===== src/rtl/imem_loader.sv =====
// imem_loader
//   Boot-time program loader for the single-cycle core. Takes a byte stream
//   (valid/ready), reads a big-endian 32-bit word count N, then assembles N
//   big-endian instruction words and writes them to instruction memory at
//   word addresses 0..N-1. The core is held in reset until the last write
//   has landed, then released so it fetches from PC = 0.
//
// Ports
//   clk, reset      : clock, synchronous active-high reset
//   i_byte, i_valid : incoming stream byte and its valid
//   o_ready         : a byte is accepted on an edge with i_valid && o_ready
//   o_imem_we       : one-cycle write pulse per assembled word
//   o_imem_addr     : word address (byte address = addr << 2)
//   o_imem_wdata    : instruction word
//   o_cpu_reset     : core reset, high until the load completes
//   o_done          : load complete, core running
//   o_error         : header count exceeded memory capacity
module imem_loader #(
  parameter int ADDR_W = 8
) (
  input  logic              clk,
  input  logic              reset,
  input  logic [7:0]        i_byte,
  input  logic              i_valid,
  output logic              o_ready,
  output logic              o_imem_we,
  output logic [ADDR_W-1:0] o_imem_addr,
  output logic [31:0]       o_imem_wdata,
  output logic              o_cpu_reset,
  output logic              o_done,
  output logic              o_error
);

  localparam logic [2:0] S_HDR  = 3'd0;
  localparam logic [2:0] S_LOAD = 3'd1;
  localparam logic [2:0] S_WR   = 3'd2;
  localparam logic [2:0] S_RUN  = 3'd3;
  localparam logic [2:0] S_ERR  = 3'd4;

  // Capacity in words; compared at 33 bits so 2^ADDR_W itself is legal.
  localparam logic [32:0]     CAP = 33'd1 << ADDR_W;
  localparam logic [ADDR_W:0] ONE = {{ADDR_W{1'b0}}, 1'b1};

  logic [2:0]      state;
  logic [1:0]      byte_cnt;
  logic [23:0]     hdr;      // first three header bytes; the 4th arrives live
  logic [31:0]     word;
  logic [ADDR_W:0] addr;     // one extra bit so a full load never aliases
  logic [ADDR_W:0] rem;      // words still to write
  logic [31:0]     n_next;
  logic            accept;

  assign accept = i_valid && o_ready;
  assign n_next = {hdr, i_byte};

  // Every output is decoded from state or taken straight from a register.
  assign o_ready      = (state == S_HDR) || (state == S_LOAD);
  assign o_imem_we    = (state == S_WR);
  assign o_imem_addr  = addr[ADDR_W-1:0];
  assign o_imem_wdata = word;
  assign o_cpu_reset  = (state != S_RUN);
  assign o_done       = (state == S_RUN);
  assign o_error      = (state == S_ERR);

  always_ff @(posedge clk) begin
    if (reset) begin
      state    <= S_HDR;
      byte_cnt <= '0;
      hdr      <= '0;
      word     <= '0;
      addr     <= '0;
      rem      <= '0;
    end else begin
      case (state)
        S_HDR: if (accept) begin
          hdr      <= {hdr[15:0], i_byte};
          byte_cnt <= byte_cnt + 2'd1;
          if (byte_cnt == 2'd3) begin
            rem <= n_next[ADDR_W:0];
            if (n_next == 32'd0)              state <= S_RUN;
            else if ({1'b0, n_next} > CAP)    state <= S_ERR;
            else                              state <= S_LOAD;
          end
        end
        S_LOAD: if (accept) begin
          word     <= {word[23:0], i_byte};
          byte_cnt <= byte_cnt + 2'd1;
          if (byte_cnt == 2'd3) state <= S_WR;
        end
        S_WR: begin
          // addr/word stay put during this cycle; they advance on its exit edge.
          addr <= addr + ONE;
          rem  <= rem - ONE;
          if (rem == ONE) state <= S_RUN;
          else            state <= S_LOAD;
        end
        S_RUN:   state <= S_RUN;
        S_ERR:   state <= S_ERR;
        default: state <= S_HDR;
      endcase
    end
  end

endmodule


===== config.mk =====
export PLATFORM = sky130hd
export DESIGN_NAME = imem_loader
export DESIGN_NICKNAME = d
export VERILOG_FILES = /design/src/rtl/imem_loader.sv
export SDC_FILE = /design/constraint.sdc
export NUM_CORES = 1
export LEC_CHECK = 0
export CAP_MARGIN = 10
export CORE_MARGIN = 5
export CORE_UTILIZATION = 44
export DETAILED_ROUTE_END_ITERATION = 10
export PLACE_DENSITY = 0.69
export SYNTH_ARGS = -nofsm -noshare
export SYNTH_HDL_FRONTEND = slang
export SYNTH_SLANG_ARGS = --single-unit

===== constraint.sdc =====
create_clock -name clk -period 1.9 [get_ports clk]
set_input_delay 0.38 -clock clk [delete_from_list [all_inputs] [get_ports clk]]
set_output_delay 0.38 -clock clk [all_outputs]
set_load 0.01 [all_outputs]

==> impl_metrics.py <==
metrics = {
    "timing": {
        "finalMaxSlewViolations": 0,
        "slew_headroom_pct": 47.8,
        "finalCritPeriodShare_pct": 93.5,
        "finalSetupViolCount": 0,
        "rsz0062_at_grt": "no",
        "holdWs_ns": 0.358,
        "fin_skew_ns": 0.00660,
        "worst_slew_pin_slew_ns": 0.784,
        "fin_crit_ns": 1.78,
        "clock.fmax_ghz": 0.563,
        "finalHoldViolations": 0,
    },
    "critical_path": {
        "path_delay_family": "simple AND/OR/NAND/NOR gates",
        "r2r_slack_ns": 0.18,
        "r2r_end": "state[1]",
        "critPathKind": "reg2out",
        "cp-start-kind": "flop",
        "critPathBufInv": 2,
        "reg2reg_depth": 5,
        "cp.arrival_ns": 1.40,
        "r2r_start": "byte_cnt[0]",
        "cp.required_ns": 1.52,
        "end_kind": "output port",
        "slowest_delay_ns": 0.41,
        "crit_fanout": 2,
        "cpMaxStageDelayCell": "or3b_4",
        "critical_path_cell_count": 3,
        "path_cells": "or3b_4 -> clkinv_4 -> dlygate4sd2_1",
    },
    "layout": {
        "final_cell_mix": "nand2_1, dfxtp_1, a21oi_1, clkdlybuf4s50_1, buf_4",
        "fin_nets": 465,
        "antenna_cells": 0,
        "layout-drive-gt1-share_pct": 9.45,
        "syn2layout_area_growth_pct": 30.2,
        "final_common_cell": "nand2_1",
    },
    "cts": {
        "htree_levels": 3,
        "postCtsHoldBufs": 0,
        "clock-sinks": 78,
        "cts_buffers": 9,
        "clk_latency_ns": 0.34,
        "cts_tree": "yes",
        "clockBufferDepth": 2,
        "clk_pin_slew_ns": 0.08,
        "clock_tree.root_cell": "clkbuf_8",
    },
    "logic_synthesis": {
        "synth-simple-area-share_pct": 26.1,
        "synth.area.top_cells": "dfxtp_1, nand2_1, a21oi_1",
        "async_reset_ff_share_pct": 0,
        "ys.flop_type": "dfxtp_1",
        "synth_area_leader_cell": "dfxtp_1",
        "synth_top_family_by_area": "simple AND/OR/NAND/NOR gates",
        "synthAdderAreaFrac_pct": 1.60,
        "synthCells": 391,
        "yosysTopAreaCellShare_pct": 49.9,
        "ys_seq_area_share_pct": 49.9,
        "yosysUniqueCellTypes": 40,
        "synth.area.mux_share_pct": 0,
        "synth_xor_area_share_pct": 1.96,
        "ys_ff_latch": 78,
        "yosys_warnings": 0,
        "syn_avg_cell_area_um2": 8.01,
        "synth_edf_count": 0,
        "synthesis.area_um2": 3130,
        "synth_nets": 406,
        "synth_compound_area_share_pct": 15.4,
    },
    "flow_run": {
        "cap_violations": 0,
    },
    "global_routing": {
        "grt_max_degree": 77,
        "gr-total-overflow": 0,
        "grt_pass1_vias": 2782,
        "antenna_found_initial": 0,
        "grt_pass1_wl_um": 13000,
        "track_usage_pct": 18.2,
    },
    "pwr": {
        "powerDensity_nw_per_um2": 814,
        "p_leak_uw": 0.00142,
        "totalPowerFinal_uw": 3320,
        "ir_drop_uv": 426,
    },
    "route": {
        "route.vias.total": 2844,
        "wl_um": 7480,
        "drc_errors": 0,
        "viasPerCell": 5.16,
        "antenna_left": 0,
        "firstDrtPassIters": 4,
        "wire_per_inst_um": 13.6,
        "drtIter0Drc": 158,
    },
    "hold_path": {
        "hold_end": "state[1]",
        "hold_depth": 3,
        "hold_path.class": "in2reg",
        "hold_start": "reset",
    },
    "place": {
        "place.port_buffers": 55,
        "place.gp.congestion": 0.829,
        "dpl.hpwl_um": 5030,
    },
    "run_status": {
        "status": "finished clean",
    },
    "die": {
        "core_um2": 6870,
        "die_x_um": 94.4,
        "dieArea_um2": 8900,
        "rows": 30,
        "initial_core_util_pct": 45.6,
        "num_io_pins": 56,
        "die_h_um": 94.4,
    },
}
==> Yosys cell counts, types with 2 or more instances <==
master,count
inv_1,4
or3_1,2
nand4_1,6
xnor2_1,3
ha_1,4
xor2_1,4
nand2_1,126
o311ai_0,2
nor3_1,6
and3_1,3
a22oi_1,2
dfxtp_1,78
a21oi_1,68
clkbuf_1,17
buf_4,3
nand3_1,7
buf_2,5
buf_6,2
nor4_1,8
nor2_1,16
a31oi_1,3
or4_1,2
nand3b_1,2
and2_1,2
==> worst max-delay path by stage <==
stage	start	endpoint	slack, ns
CTS	state[2]	o_cpu_reset	0.004
global placement	i_valid	state[1]	-0.11
finish	state[1]	o_imem_we	0.12
floorplan	byte_cnt[0]	state[1]	0.26
detailed placement	i_valid	state[1]	-0.16
global route	state[1]	o_imem_we	0.02
==> worst reg2reg max path, cell delays in order, from the launching register on <==
cell and delay [ns]:
dfxtp_1 0.36, ha_1 0.19, a21oi_1 0.07, or4_1 0.43
or3_1 0.38, o31ai_1 0.20
==> logic make-up (layout without fill, tap and decap cells) <==
| kind of cell | Yosys count | count (layout) |
|---|---|---|
| and+or+nand+nor | 185 | 185 |
| AOI/OAI and AO/OA | 85 | 85 |
| DFF | 78 | 78 |
| buffers and inverters | 32 | 96 |
| xor gates and xnor gates | 7 | 7 |
| adders and majority gates | 4 | 4 |
==> stage by stage <==
step / setup WS, ns / cell area, µm² / setup TNS (ns) / util, % / instances
3_3_place_gp: -0.112 / 3840 / -0.153 / 55.9 / 535
6_report: 0.123 / 4080 / 0 / 59.3 / 551
4_1_cts: 0.00365 / 4070 / 0 / 59.3 / 551
3_5_place_dp: -0.165 / 3840 / -0.242 / 55.9 / 535
2_1_floorplan: 0.261 / 3130 / 0 / - / 391
5_1_grt: 0.0247 / 4080 / 0 / 59.3 / 551
==> state kept, by name (all words and copies together), names as in the netlist <==
| register | count |
|---|---|
| state | 3 |
| addr | 8 |
| byte_cnt | 2 |
| rem | 9 |
| hdr | 24 |
| o_imem_wdata | 32 |
==> where the power goes <==
group          switching (µW)  internal, µW  total (µW)  leakage [µW]
registers                20.7          1660        1680      0.000631
clock network             590           871        1460      0.000112
logic                     105          71.2         176      0.000679
total                     715          2600        3320       0.00142
==> area by class of cell <==
| type | count | area (µm²) |
|---|---|---|
| clock buffers | 10 | 128 |
| clock inverters | 6 | 110 |
| fillers | 642 | 2790 |
| inverters | 5 | 23.8 |
| multi-input cells | 281 | 1410 |
| flip-flops and latches | 78 | 1560 |
| well taps | 96 | 120 |
| repair buffers | 75 | 718 |
==> metal layers <==
metal / up-vias / GRT usage [%] / share of wire (%)
met5: - / 0 / 0
met4: 0 / 8.06 / 2.0
met3: 13 / 4.22 / 4.7
met2: 60 / 28.7 / 47
met1: 1322 / 23.7 / 46
li1: 1449 / - / -
==> repair_timing <==
action,CTS,global route
setup buffers,0,0
setup endpoints to repair,4,2
gates resized for setup,5,2
Note: power is estimated with default switching activity, not from simulation.
